[src/rtl/tiny_riscv_uart_tx_periph.sv]
// Memory-mapped 8N1 UART transmitter: TXDATA pushes a FIFO, STATUS reports count/overflow/empty/full/busy.
// Reads return one cycle after the strobe; stores into a full FIFO are dropped and latch the sticky overflow flag.
module tiny_riscv_uart_tx_periph #(
    parameter int          CLKS_PER_BIT = 217,
    parameter int          FIFO_DEPTH   = 8,
    parameter logic [31:0] BASE_ADDR    = 32'h0040_0000
) (
    input  logic        i_Clk,
    input  logic        i_Rst,
    input  logic [31:0] i_mem_addr,
    input  logic        i_read_strobe,
    output logic [31:0] o_mem_data,
    input  logic [31:0] i_mem_write_data,
    input  logic [3:0]  i_mem_write_mask,
    output logic        o_UART_TX,
    output logic        o_busy
);
    localparam int AW = $clog2(FIFO_DEPTH);
    localparam int CW = AW + 1;
    localparam int BW = $clog2(CLKS_PER_BIT);
    localparam logic [BW-1:0] BIT_LAST = BW'(CLKS_PER_BIT - 1);
    localparam logic [CW-1:0] DEPTH_C  = CW'(FIFO_DEPTH);

    typedef enum logic [1:0] {IDLE, START, DATA, STOP} state_t;

    state_t        state, state_nxt;
    logic [BW-1:0] clk_cnt, clk_cnt_nxt;
    logic [2:0]    bit_idx, bit_idx_nxt;
    logic [7:0]    shift, shift_nxt;
    logic          tx_nxt;

    logic [7:0]    fifo_mem [FIFO_DEPTH];
    logic [AW-1:0] wr_ptr, rd_ptr;
    logic [CW-1:0] count;

    logic          sel, is_status, wr_txdata, full, empty;
    logic          push, pop, ovf_set, ovf_clr, overflow, busy_nxt;
    logic [31:0]   status_word;
    logic          unused_bits;

    assign sel       = (i_mem_addr[31:3] == BASE_ADDR[31:3]);
    assign is_status = i_mem_addr[2];
    assign wr_txdata = sel & ~is_status & i_mem_write_mask[0];
    assign full      = (count == DEPTH_C);
    assign empty     = (count == '0);
    // Full is judged on the pre-edge count, so a same-edge pop never rescues a store.
    assign push      = wr_txdata & ~full;
    assign ovf_set   = wr_txdata & full;
    assign ovf_clr   = sel & is_status & i_mem_write_mask[0] & i_mem_write_data[3];
    assign busy_nxt  = (state != IDLE) | ~empty;

    assign unused_bits = ^{i_mem_addr[1:0], i_mem_write_data[31:8], i_mem_write_mask[3:1]};

    always_ff @(posedge i_Clk) begin
        if (push) begin
            fifo_mem[wr_ptr] <= i_mem_write_data[7:0];
        end
    end

    always_ff @(posedge i_Clk) begin
        if (i_Rst) begin
            wr_ptr <= '0;
            rd_ptr <= '0;
            count  <= '0;
        end else begin
            if (push) begin
                wr_ptr <= wr_ptr + AW'(1);
            end
            if (pop) begin
                rd_ptr <= rd_ptr + AW'(1);
            end
            if (push && !pop) begin
                count <= count + CW'(1);
            end else if (pop && !push) begin
                count <= count - CW'(1);
            end
        end
    end

    always_ff @(posedge i_Clk) begin
        if (i_Rst) begin
            state     <= IDLE;
            clk_cnt   <= '0;
            bit_idx   <= '0;
            shift     <= '0;
            o_UART_TX <= 1'b1;
        end else begin
            state     <= state_nxt;
            clk_cnt   <= clk_cnt_nxt;
            bit_idx   <= bit_idx_nxt;
            shift     <= shift_nxt;
            o_UART_TX <= tx_nxt;
        end
    end

    always_comb begin
        state_nxt   = state;
        clk_cnt_nxt = clk_cnt;
        bit_idx_nxt = bit_idx;
        shift_nxt   = shift;
        tx_nxt      = 1'b1;
        pop         = 1'b0;
        case (state)
            IDLE: begin
                if (!empty) begin
                    pop         = 1'b1;
                    shift_nxt   = fifo_mem[rd_ptr];
                    clk_cnt_nxt = '0;
                    state_nxt   = START;
                end
            end
            START: begin
                tx_nxt = 1'b0;
                if (clk_cnt == BIT_LAST) begin
                    clk_cnt_nxt = '0;
                    bit_idx_nxt = '0;
                    state_nxt   = DATA;
                end else begin
                    clk_cnt_nxt = clk_cnt + BW'(1);
                end
            end
            DATA: begin
                tx_nxt = shift[bit_idx];
                if (clk_cnt == BIT_LAST) begin
                    clk_cnt_nxt = '0;
                    if (bit_idx == 3'd7) begin
                        state_nxt = STOP;
                    end else begin
                        bit_idx_nxt = bit_idx + 3'd1;
                    end
                end else begin
                    clk_cnt_nxt = clk_cnt + BW'(1);
                end
            end
            STOP: begin
                if (clk_cnt == BIT_LAST) begin
                    clk_cnt_nxt = '0;
                    state_nxt   = IDLE;
                end else begin
                    clk_cnt_nxt = clk_cnt + BW'(1);
                end
            end
            default: state_nxt = IDLE;
        endcase
    end

    always_comb begin
        status_word           = '0;
        status_word[8 +: CW]  = count;
        status_word[3:0]      = {overflow, empty, full, busy_nxt};
    end

    // Read data is forced to zero when unselected so it can be ORed onto the memory read bus.
    always_ff @(posedge i_Clk) begin
        if (i_Rst) begin
            o_mem_data <= '0;
            overflow   <= 1'b0;
            o_busy     <= 1'b0;
        end else begin
            o_busy <= busy_nxt;
            if (ovf_set) begin
                overflow <= 1'b1;
            end else if (ovf_clr) begin
                overflow <= 1'b0;
            end
            o_mem_data <= (sel && i_read_strobe && is_status) ? status_word : '0;
        end
    end

endmodule

[config.mk]
export PLATFORM = sky130hd
export DESIGN_NAME = tiny_riscv_uart_tx_periph
export DESIGN_NICKNAME = d
export VERILOG_FILES = /design/src/rtl/tiny_riscv_uart_tx_periph.sv
export SDC_FILE = /design/constraint.sdc
export NUM_CORES = 1
export LEC_CHECK = 0
export BUFFER_PORTS_ARGS = -buffer_cell sky130_fd_sc_hd__buf_4
export CORE_UTILIZATION = 54
export DETAILED_ROUTE_END_ITERATION = 16
export PLACE_DENSITY = 0.84
export SETUP_SLACK_MARGIN = 0.3
export SLEW_MARGIN = 20
export SYNTH_ARGS = -nofsm -noshare
export SYNTH_HDL_FRONTEND = slang
export SYNTH_SLANG_ARGS = --single-unit
[constraint.sdc]
create_clock -name i_Clk -period 3.85 [get_ports i_Clk]
set_clock_uncertainty 0.1 [all_clocks]
set_input_delay 0 -clock i_Clk [delete_from_list [all_inputs] [get_ports i_Clk]]
set_output_delay 0 -clock i_Clk [all_outputs]
set_load 0.02 [all_outputs]
# [Word-level counts from Yosys, hierarchy flattened]
# Memories as Yosys holds them, arrays and structs flattened. A register that Yosys moved wholly into a read port is not among the register bits.
# Cells that the tools add are included.
[totals] memories=1 ff_bits=58 in_bits=71 out_inout_bits=34 wordCells=85 ram_bits=64
[op_classes] magnitude_cmp=1 muxes=24 reduce_logical=17 n_addsub=6 bitwise=12 eq_ne=13
[mem_list] memory="fifo_mem" depth=8 word_bits=8 read_ports=1 rd_ports_with_merged_regs=1 wr=1 line="32" rtl="logic [7:0] fifo_mem [FIFO_DEPTH];"
[op_table] op="equality test 29 x 20 -> 1 bit, second input constant" n=1
[op_table] op="2-to-1 mux 8 bit" n=2
[op_table] op="case mux 8 bit (2 select lines)" n=1
[op_table] op="!= test 2 bit, second input constant" n=6
[op_table] op="2-to-1 mux 2 bit" n=5
[op_table] op="adder 3 x 1 -> 3 bit, second input constant" n=3
[op_table] op="2-to-1 mux 3 bit" n=3
[op_table] op="adder 8 x 1 -> 8 bit, second input constant" n=1
[op_table] op="equality test 8 bit, second input constant" n=1
[op_table] op="2-to-1 mux 4 bit" n=2
[op_table] op="case mux 2 bit (4 select lines)" n=1
[op_table] op="nonzero test 2 bit" n=4
[op_table] op="bitwise AND 1 bit" n=7
[op_table] op="2-to-1 mux 1 bit" n=7
[op_table] op="case mux 3 bit (2 select lines)" n=1
[op_table] op="AND reduction 5 bit" n=1
[op_table] op="adder 4 x 1 -> 4 bit, second input constant" n=1
[op_table] op="equality test 2 bit, second input constant" n=2
[op_table] op="equality test 4 bit, second input constant" n=1
[op_table] op="logical AND 1 bit" n=4
[op_table] op="logical NOT 4 bit" n=1
[op_table] op="< comparator 3 x 4 -> 1 bit, second input constant" n=1
[op_table] op="inverter 1 bit" n=4
[op_table] op="AND reduction 4 bit" n=1
[op_table] op="other kinds (11)" n=12

# [Longest topological paths before layout]
# Gate-level depths: netlist of run 1.
[depth] depth_word=8 ltp_mapped=13 ltp_nobuf=11

# [Least setup slack after synthesis of run 1]
# No wires, ideal clock.
[synth_path] path_kind="register to register" from="register state[0]" to="register count[3]" setup_slack_ns=1.032 t_arrival_ns=2.597 path_buffers=2 synth_period_minus_slack_ns=2.818 path_stages_with_launch=14 setup_ns=0.121 t_required_ns=3.629 path_cell_list="dfxtp_1 > inv_1 > ha_1 > clkbuf_1 > o41a_1 > buf_2 > inv_1 > ha_1 > inv_1 > ha_1 > a21o_1 > a21oi_1 > mux2i_1 > mux2_2"
[synth_between] elab_chain_cells=5 elab_cells_between_ends=7 cone_classes="2 x mux; 5 x reduce/logical"
[synth_lines] element="start: declaration" line="26" rtl="state_t state, state_nxt;"
[synth_lines] element="start signal: assignment" line="88" rtl="state <= state_nxt;"
[synth_lines] element="logical NOT 2 bit (*)" line="103" rtl="case (state)"
[synth_lines] element="2-to-1 mux 1 bit (*)" line="103"
[synth_lines] element="logical NOT 1 bit" line="72" rtl="if (push && !pop) begin"
[synth_lines] element="logical AND 1 bit" line="72"
[synth_lines] element="2-to-1 mux 4 bit / nonzero test 2 bit (equally long branches)"
[synth_lines] element="end signal: assignment" line="73" rtl="count <= count + CW'(1);"
[synth_lines] element="end signal: assignment" line="75" rtl="count <= count - CW'(1);"
[synth_lines] element="end: declaration" line="34" rtl="logic [CW-1:0] count;"
# Mark *: on every way between the ends. The rest lies on a longest branch, timed or not.
# A chain may end at the register's enable or synchronous reset.

# [Worst setup path after layout of run 1]
# Same ends and word-level chain as after synthesis.

==> results of run 1 <==
==> stage by stage <==
step	power, mW	cells	hold WS (ns)	util [%]	area (um^2)
final	3.15	542	0.0200	64.9	5660
after global routing	3.34	542	0.0358	64.9	5660
after CTS	3.17	542	0.00493	64.9	5660
after detailed placement	2.42	510	0.133	60.5	5270
after global placement	2.38	510	0.128	60.5	5270
after floorplan	2.24	378	-0.00113	-	4930
==> layer usage <==
layer	wire length [um]	vias up	global-route usage, %
met2	4770	81	37.3
li1	-	1447	-
met4	206	0	8.15
met3	309	20	3.47
met5	0	-	0
met1	3610	1469	24.4
==> sequential cells by signal, indices dropped and copies added, names as in the netlist <==
| signal | flops |
|---|---|
| fifo_mem | 64 |
| clk_cnt | 8 |
| o_mem_data | 8 |
| shift | 8 |
| count | 4 |
| bit_idx | 3 |
| rd_ptr | 3 |
| wr_ptr | 3 |
| state | 2 |
| o_UART_TX | 1 |
| o_busy | 1 |
| overflow | 1 |
==> layout make-up <==
type                    count  area [um^2]  area share [%]
flip-flops and latches    106         2760            48.8
multi-input cells         223         1870            33.0
repair buffers             78          626            11.0
well taps                 108          135            2.39
clock buffers               9          124            2.19
clock inverters             7          103            1.81
inverters                  11         41.3           0.729
==> where the power goes <==
part	leakage, nW	switching [mW]	internal (mW)	total (mW)
registers	0.918	0.155	1.30	1.46
clock network	0.113	0.415	0.323	0.737
logic	1.03	0.502	0.455	0.956
total	2.06	1.07	2.08	3.15
==> cells by family (layout without fill, tap and decap cells) <==
logic type                 Yosys count  after routing  share of synthesized area (%)
adders and majority gates           14             14                           3.77
other                                1             24                         0.0774
DFF                                106            106                           57.0
muxes                               34             34                           11.8
and+or+nand+nor                    105            105                           13.2
buffers and inverters               49            105                           6.17
AOI/OAI and AO/OA                   42             42                           7.23
xor gates and xnor gates             4              4                          0.723
==> critical path, delay by kind of cell, from the launching register on <==
kind	cells	cell delay, ns
mux	2	0.62
buf+inv	4	0.56
flops	1	0.36
fa+ha+maj	3	0.80
compound gates	3	0.57
==> cell usage in the layout, fill, tap and decap left out, drive strengths merged, types with 2 or more instances in the layout <==
cell         synthesis  routed
a2111oi              2       2
a211oi               9       9
a21o                 2       2
a21oi               10      10
a311oi               4       4
a41oi                3       3
and2                 8       8
and3                 3       3
and4                 2       2
buf                 35      62
clkbuf               3       9
clkinv               0       4
conb                 1      24
dfxtp               42      42
dlygate4sd3          0      16
edfxtp              64      64
ha                  13      13
inv                 11      13
mux2                 3       3
mux2i               13      13
mux4                18      18
nand2               12      12
nand2b              10      10
nand3                4       4
nand4                4       4
nor2                33      33
nor2b                2       2
nor3                10      10
nor4                10      10
nor4b                4       4
xnor2                2       2
xor2                 2       2
==> timing repair <==
item / in CTS / in global routing
hold buffers: 16 / 0
endpoints found under the setup margin: 0 / 0
endpoints found under the hold margin: 84 / 0
==> how the worst min path moves through the flow <==
stage	from	endpoint	slack [ns]
after floorplan	i_mem_write_data[0]	fifo_mem[0][0]	-0.001
after global placement	i_mem_write_data[6]	fifo_mem[6][6]	0.13
after detailed placement	i_mem_write_data[7]	fifo_mem[2][7]	0.13
after CTS	i_mem_addr[3]	wr_ptr[2]	0.005
after global routing	i_mem_addr[3]	wr_ptr[2]	0.04
final	i_mem_addr[3]	wr_ptr[2]	0.02
==> cell usage after synthesis (all sizes together), types with 2 or more instances <==
cell / number / area, um^2
mux2i: 13 / 130
a21o: 2 / 15.0
a2111oi: 2 / 30.0
mux2: 3 / 33.8
a211oi: 9 / 80.1
xnor2: 2 / 17.5
and3: 3 / 18.8
xor2: 2 / 17.5
buf: 35 / 245
mux4: 18 / 405
nand2: 12 / 45.0
nor3: 10 / 50.1
clkbuf: 3 / 12.5
nor2: 33 / 134
nand3: 4 / 20.0
edfxtp: 64 / 1920
inv: 11 / 41.3
a41oi: 3 / 26.3
nor4b: 4 / 56.3
nand2b: 10 / 62.6
nor4: 10 / 103
nor2b: 2 / 12.5
ha: 13 / 163
and4: 2 / 17.5
a311oi: 4 / 35.0
and2: 8 / 50.1
nand4: 4 / 46.3
dfxtp: 42 / 841
a21oi: 10 / 50.1
==> results.py, run 1 <==
metrics = {
    "outcome": {
        "outcome": "finished, final reports clean",
    },
    "worst_setup_path": {
        "worstPathCellList": "inv_1 > ha_1 > o41a_1 > buf_4 > inv_1 > ha_1 > inv_1 > ha_1 > a21o_1 > a21oi_1 > mux2i_1 > mux2_2",
        "slowest_delay_ns": 0.36,
        "startpoint": "state[0]",
        "timing.rr.start": "state[0]",
        "r2r_cells": 12,
        "cp-start-kind": "flip-flop",
        "worst-r2r-setup-slack_ns": 0.72,
        "crit_end": "count[3]",
        "critPathArrivalTime_ns": 3.29,
        "r2r-end": "count[3]",
        "critPathSlowestCell": "dfxtp_1",
        "endpoint_kind": "flip-flop",
        "crit_required_ns": 4.01,
        "cp_max_fo": 20,
        "worstSetupPathType": "flip-flop to flip-flop",
    },
    "drt": {
        "vias": 3017,
        "drc": 0,
        "wirelength_mm": 8.89,
        "vias_per_cell": 5.57,
        "ant_nets": 0,
        "drtIter0Drc": 129,
        "wl_per_cell_um": 16.4,
        "dr.pass1.iters": 4,
    },
    "cells_and_area": {
        "synthToLayoutAreaGrowth_pct": 16.9,
        "nFillCells": 597,
        "nNetsFinal": 514,
        "insertedDiodeCount": 0,
        "layout-drive-gt1-share_pct": 26.5,
    },
    "synth": {
        "dominantRegCellSynth": "edfxtp_1",
        "ys_seq_area_share_pct": 57.0,
        "synth_cells": 355,
        "synthArstFlopShare_pct": 0,
        "ys_warn_count": 0,
        "syn_area_um2": 4840,
        "synth_cell_types": 60,
        "synth-edff-count": 64,
        "syn_area_per_cell_um2": 13.6,
        "ys_seq_elements": 106,
    },
    "die": {
        "start_util_pct": 55.6,
        "die_area_um2": 9350,
        "num_io_pins": 105,
        "die_h_um": 96.7,
        "row_count": 34,
        "dieWidth_um": 96.7,
        "core_um2": 8720,
    },
    "sta": {
        "rsz0062_at_grt": "false",
        "setup_tns_ns": 0,
        "setup_violations": 0,
        "hold_violations": 0,
        "post-route-min-period_ns": 3.13,
        "slew_viol_final": 0,
        "tightest_slew_ns": 0.993,
        "layout_setup_ws_ns": 0.722,
        "fmax_mhz": 320,
        "relSlewSlack_pct": 33.3,
        "fin_crit_sh_pct": 81.2,
    },
    "cts": {
        "insertion_delay_ns": 0.37,
        "cts-root-buf": "clkbuf_8",
        "htree_num_levels": 3,
        "cts_made_buffers": 9,
        "cts_tree": "yes",
        "clkTransAtPathRegs_ns": 0.11,
        "clockBufferDepth": 2,
        "cts_setup_buffers": 0,
        "cts.sinks": 106,
        "cts-resized-gates": 0,
    },
    "worst_hold_path": {
        "hp-class": "input port to flip-flop",
        "whs_path_depth": 5,
    },
    "place": {
        "io_buffers": 51,
        "gp_congestion": 0.756,
        "place_hpwl_mm": 5.91,
        "pre_cts_ws_ns": 0.836,
    },
    "global_routing": {
        "grt_max_degree": 41,
        "antenna_found_initial": 0,
        "grt_pass1_vias": 3061,
        "grtUsageTotal_pct": 20.7,
        "overflow": 0,
        "grt_pass1_wl_mm": 15.0,
    },
    "pwr": {
        "ir_drop_uv": 308,
        "leakagePower_nw": 2.06,
        "power_density_nw_per_um2": 556,
    },
    "flow_run": {
        "cap_violations": 0,
    },
}
(Power assumes the default switching activity.)
==> inputs of run 2 (changes only) <==
--- a/config.mk
+++ b/config.mk
@@ -6,9 +6,9 @@
 export NUM_CORES = 1
 export LEC_CHECK = 0
 export BUFFER_PORTS_ARGS = -buffer_cell sky130_fd_sc_hd__buf_4
-export CORE_UTILIZATION = 54
+export CORE_UTILIZATION = 49
 export DETAILED_ROUTE_END_ITERATION = 16
-export PLACE_DENSITY = 0.84
+export PLACE_DENSITY = 0.81
 export SETUP_SLACK_MARGIN = 0.3
 export SLEW_MARGIN = 20
 export SYNTH_ARGS = -nofsm -noshare
==> constraint.sdc (replaced) <==
create_clock -name i_Clk -period 2.7 [get_ports i_Clk]
set_clock_uncertainty 0.1 [all_clocks]
set_input_delay 0 -clock i_Clk [delete_from_list [all_inputs] [get_ports i_Clk]]
set_output_delay 0 -clock i_Clk [all_outputs]
set_load 0.02 [all_outputs]
==> results.py, run 2 (synthesized netlist as in run 1, its figures left out) <==
metrics = {
    "die": {
        "die_area_um2": 10300,
        "dieWidth_um": 101,
        "row_count": 35,
        "start_util_pct": 51.5,
        "die_h_um": 101,
        "num_io_pins": 105,
        "core_um2": 9420,
    },
    "cells_and_area": {
        "layout-drive-gt1-share_pct": 31.4,
        "top_register": "fifo_mem",
        "largest_reg_flops": 64,
        "synthToLayoutAreaGrowth_pct": 19.2,
        "final_common_cell": "buf_4",
        "insertedDiodeCount": 0,
        "mostFrequentLayoutCells": "buf_4 (71), edfxtp_1 (64), dfxtp_1 (37)",
        "stdcell_area_um2": 5770,
        "nNetsFinal": 520,
        "final_core_util_pct": 61.3,
    },
    "pwr": {
        "ir_drop_uv": 449,
        "power_density_nw_per_um2": 807,
        "leakagePower_nw": 2.09,
    },
    "worst_setup_path": {
        "worstSetupPathType": "flip-flop to flip-flop",
        "critPathArrivalTime_ns": 2.59,
        "cp_max_fo": 7,
        "crit_required_ns": 2.87,
        "endpoint_kind": "flip-flop",
        "cp-start-kind": "flip-flop",
        "r2r_cells": 9,
    },
    "place": {
        "pre_cts_ws_ns": 0.131,
        "place_hpwl_mm": 5.86,
        "gp_congestion": 0.778,
        "dpl_cell_area_um2": 5360,
        "io_buffers": 51,
    },
    "drt": {
        "drtIter0Drc": 126,
        "drc": 0,
        "dr.pass1.iters": 4,
        "vias": 3031,
        "wirelength_mm": 8.73,
        "ant_nets": 0,
        "wl_per_cell_um": 15.3,
        "vias_per_cell": 5.33,
    },
    "sta": {
        "hold_ws_ns": 0.00474,
        "setup_tns_ns": 0,
        "tightest_slew_ns": 0.842,
        "post-route-min-period_ns": 2.41,
        "rsz0062_at_grt": "true",
        "relSlewSlack_pct": 43.8,
        "fin_crit_sh_pct": 89.4,
        "setup_violations": 0,
        "hold_violations": 0,
        "fmax_mhz": 414,
        "layout_setup_ws_ns": 0.285,
        "slew_viol_final": 0,
    },
    "worst_hold_path": {
        "whs_path_depth": 5,
        "hp-class": "input port to flip-flop",
    },
    "cts": {
        "insertion_delay_ns": 0.37,
        "cts_made_buffers": 9,
        "htree_num_levels": 3,
        "cts.sinks": 106,
        "cts-root-buf": "clkbuf_8",
        "clockBufferDepth": 2,
        "cts_tree": "yes",
        "clkTransAtPathRegs_ns": 0.12,
    },
    "global_routing": {
        "grtUsageTotal_pct": 18.1,
        "overflow": 0,
        "grt_max_degree": 41,
        "grt_pass1_vias": 2900,
        "antenna_found_initial": 0,
        "grt_pass1_wl_mm": 14.1,
    },
    "flow_run": {
        "cap_violations": 0,
    },
    "outcome": {
        "outcome": "finished, final reports clean",
    },
}
-- run 2: cell types whose count changed in the layout (fill, tap and decap cells not counted), moves of 3 or more --
cell           before  now
buf_4              62   71
inv_1              11    6
dfxtp_1            41   37
dlygate4sd3_1      16   13
ha_1               13   10
ha_4                0    3
inv_2               0    3
-- run 2: layer usage --
layer	GRT usage [%]	part of all wire, %	vias up
li1	-	-	1455
met1	24.1	46	1506
met2	29.9	51	60
met3	3.59	2.5	10
met4	6.13	1.1	0
met5	0	0	-
-- run 2: final cells by class --
class                           instances  area [um^2]
Clock buffer                            9          124
Clock inverter                          7         91.3
Fill cell                             689         3640
Inverter                               11         46.3
Multi-Input combinational cell        223         1910
Sequential cell                       106         2770
Tap cell                              129          161
Timing Repair Buffer                   84          663
-- run 2: repair_timing --
action	CTS	global route
pin swaps	3	1
gates resized for setup	3	0
buffers inserted	7	1
endpoints found under the setup margin	1	1
hold buffers	13	0
endpoints found under the hold margin	81	0
-- run 2: worst paths after layout --
path / start / endpoint / slack [ns]
setup / recovery: count[3] / count[3] / 0.29
hold / removal: i_mem_addr[11] / wr_ptr[2] / 0.005
setup reg to reg: count[3] / count[3] / 0.29
hold reg to reg: overflow / o_mem_data[3] / 0.41
-- run 2: power by group --
part	switching, mW	internal (mW)
Combinational	0.830	0.778
Sequential	0.161	1.87
Clock	0.633	0.387
-- run 2: stage by stage --
stage	cells	power (mW)
after CTS	568	4.66
after global routing	569	4.94
final	569	4.66
after detailed placement	532	3.55
after global placement	532	3.50
after floorplan	378	3.30
-- run 2: critical path, cell delays in order (launching register included) --
cell and delay [ns]:
dfxtp_2 0.37, o41a_1 0.48, inv_4 0.09, ha_4 0.14
inv_4 0.05, ha_4 0.20, a21o_1 0.16, a21oi_2 0.15
mux2i_1 0.23, mux2_2 0.35
==> inputs of run 3 (changes only) <==
--- a/config.mk
+++ b/config.mk
@@ -6,9 +6,12 @@
 export NUM_CORES = 1
 export LEC_CHECK = 0
 export BUFFER_PORTS_ARGS = -buffer_cell sky130_fd_sc_hd__buf_4
-export CORE_UTILIZATION = 49
+export CELL_PAD_IN_SITES_DETAIL_PLACEMENT = 1
+export CELL_PAD_IN_SITES_GLOBAL_PLACEMENT = 1
+export CORE_MARGIN = 1.5
+export CORE_UTILIZATION = 40
 export DETAILED_ROUTE_END_ITERATION = 16
-export PLACE_DENSITY = 0.81
+export PLACE_DENSITY = 0.82
 export SETUP_SLACK_MARGIN = 0.3
 export SLEW_MARGIN = 20
 export SYNTH_ARGS = -nofsm -noshare
==> results.py, run 3 (synthesized netlist as in run 1, its figures left out) <==
metrics = {
    "worst_setup_path": {
        "endpoint_kind": "flip-flop",
        "crit_required_ns": 2.85,
        "worst-r2r-setup-slack_ns": 0.25,
        "r2r-end": "count[3]",
        "critPathArrivalTime_ns": 2.59,
        "r2r_cells": 9,
        "slowest_delay_ns": 0.49,
        "cp_max_fo": 4,
        "worstPathCellList": "o41a_1 > inv_4 > ha_4 > inv_4 > ha_4 > a21o_1 > a21oi_2 > mux2i_1 > mux2_2",
        "cp-start-kind": "flip-flop",
        "startpoint": "count[1]",
        "critPathSlowestCell": "o41a_1",
        "worstSetupPathType": "flip-flop to flip-flop",
        "timing.rr.start": "count[1]",
    },
    "cells_and_area": {
        "largest_reg_flops": 64,
        "synthToLayoutAreaGrowth_pct": 21.4,
        "mostFrequentLayoutCells": "buf_4 (75), edfxtp_1 (64), dfxtp_1 (36)",
        "final_core_util_pct": 49.4,
        "insertedDiodeCount": 0,
        "layout-drive-gt1-share_pct": 32.1,
        "nFillCells": 1242,
        "top_register": "fifo_mem",
        "nNetsFinal": 522,
        "final_common_cell": "buf_4",
        "multiInputGateArea_um2": 1910,
        "seq_area_um2": 2780,
    },
    "drt": {
        "dr.pass1.iters": 4,
        "ant_nets": 0,
        "drtIter0Drc": 127,
        "wirelength_mm": 11.4,
        "wl_per_cell_um": 19.3,
        "drc": 0,
        "vias_per_cell": 5.42,
        "vias": 3190,
    },
    "die": {
        "dieWidth_um": 113,
        "die_h_um": 113,
        "core_um2": 11900,
        "num_io_pins": 105,
        "die_area_um2": 12800,
        "start_util_pct": 40.7,
        "row_count": 40,
    },
    "sta": {
        "post-route-min-period_ns": 2.45,
        "tightest_slew_ns": 0.863,
        "slew_viol_final": 0,
        "fmax_mhz": 409,
        "relSlewSlack_pct": 42.4,
        "setup_violations": 0,
        "rsz0062_at_grt": "true",
        "fin_crit_sh_pct": 90.6,
        "setup_tns_ns": 0,
        "hold_violations": 0,
    },
    "global_routing": {
        "overflow": 0,
        "grtUsageTotal_pct": 18.5,
        "grt_max_degree": 41,
        "grt_pass1_wl_mm": 17.8,
        "grt_pass1_vias": 3380,
        "antenna_found_initial": 0,
    },
    "pwr": {
        "leakagePower_nw": 2.13,
        "ir_drop_uv": 446,
        "power_density_nw_per_um2": 865,
    },
    "outcome": {
        "outcome": "finished, final reports clean",
    },
    "place": {
        "io_buffers": 51,
        "gp_congestion": 0.772,
        "place_hpwl_mm": 7.14,
    },
    "worst_hold_path": {
        "min_from": "i_mem_addr[7]",
        "whs_path_depth": 5,
        "hp-class": "input port to flip-flop",
        "holdPathEnd": "wr_ptr[1]",
    },
    "cts": {
        "cts-root-buf": "clkbuf_16",
        "clockBufferDepth": 2,
        "clkTransAtPathRegs_ns": 0.07,
        "cts.sinks": 106,
        "cts_made_buffers": 9,
        "cts_tree": "yes",
        "htree_num_levels": 3,
        "insertion_delay_ns": 0.36,
    },
    "flow_run": {
        "cap_violations": 0,
    },
}
run 3: report_power, final:
group | switching (mW) | total (mW) | internal [mW]
sequential | 0.161 | 2.04 | 1.88
combinational | 0.938 | 1.77 | 0.828
clock | 0.638 | 1.29 | 0.649
total | 1.74 | 5.09 | 3.35
run 3: how the worst max path moves through the flow:
| stage | end | slack, ns | cells after the start |
|---|---|---|---|
| 2_1_floorplan | count[3] | 0.23 | 11 |
| 3_3_place_gp | count[3] | 0.17 | 12 |
| 3_5_place_dp | count[3] | 0.05 | 12 |
| 4_1_cts | count[3] | 0.28 | 11 |
| 5_1_grt | count[3] | 0.20 | 9 |
| 6_report | count[3] | 0.25 | 9 |
run 3: what timing repair did:
| item | 4_1_cts | 5_1_grt |
|---|---|---|
| hold buffers | 11 | 0 |
| resized for setup | 5 | 2 |
| hold endpoints to repair | 77 | 0 |
| pin swaps | 4 | 3 |
| setup endpoints to repair | 1 | 1 |
| buffers inserted | 9 | 2 |
run 3: layer usage:
layer,global-route usage [%],up-vias,routed length [um]
li1,-,1460,-
met1,21.7,1605,4600
met2,32.1,97,6020
met3,4.55,28,432
met4,8.33,0,329
met5,0,-,0
run 3: critical path: cells and delay by family, from the launching register on:
family / cells / cell delay, ns
compound gates: 3 / 0.82
mux: 2 / 0.56
flops: 1 / 0.37
fa+ha+maj: 2 / 0.34
buf+inv: 2 / 0.14
run 3: final cells by class:
cell class / instances / area share, %
inverters: 11 / 0.829
flip-flops and latches: 106 / 47.3
clock inverters: 6 / 0.936
clock buffers: 10 / 3.89
repair buffers: 86 / 11.4
multi-input cells: 223 / 32.5
well taps: 147 / 3.13
run 3: stage by stage:
stage | power (mW) | hold slack [ns] | setup slack, ns | instance area, um^2 | instances
finish | 5.09 | 0.0151 | 0.253 | 5880 | 589
global route | 5.38 | 0.0320 | 0.205 | 5880 | 589
CTS | 5.04 | 0.0101 | 0.284 | 5870 | 587
detailed placement | 3.62 | 0.137 | 0.0513 | 5390 | 551
global placement | 3.52 | 0.129 | 0.173 | 5390 | 551
floorplan | 3.30 | -0.00113 | 0.229 | 5000 | 378
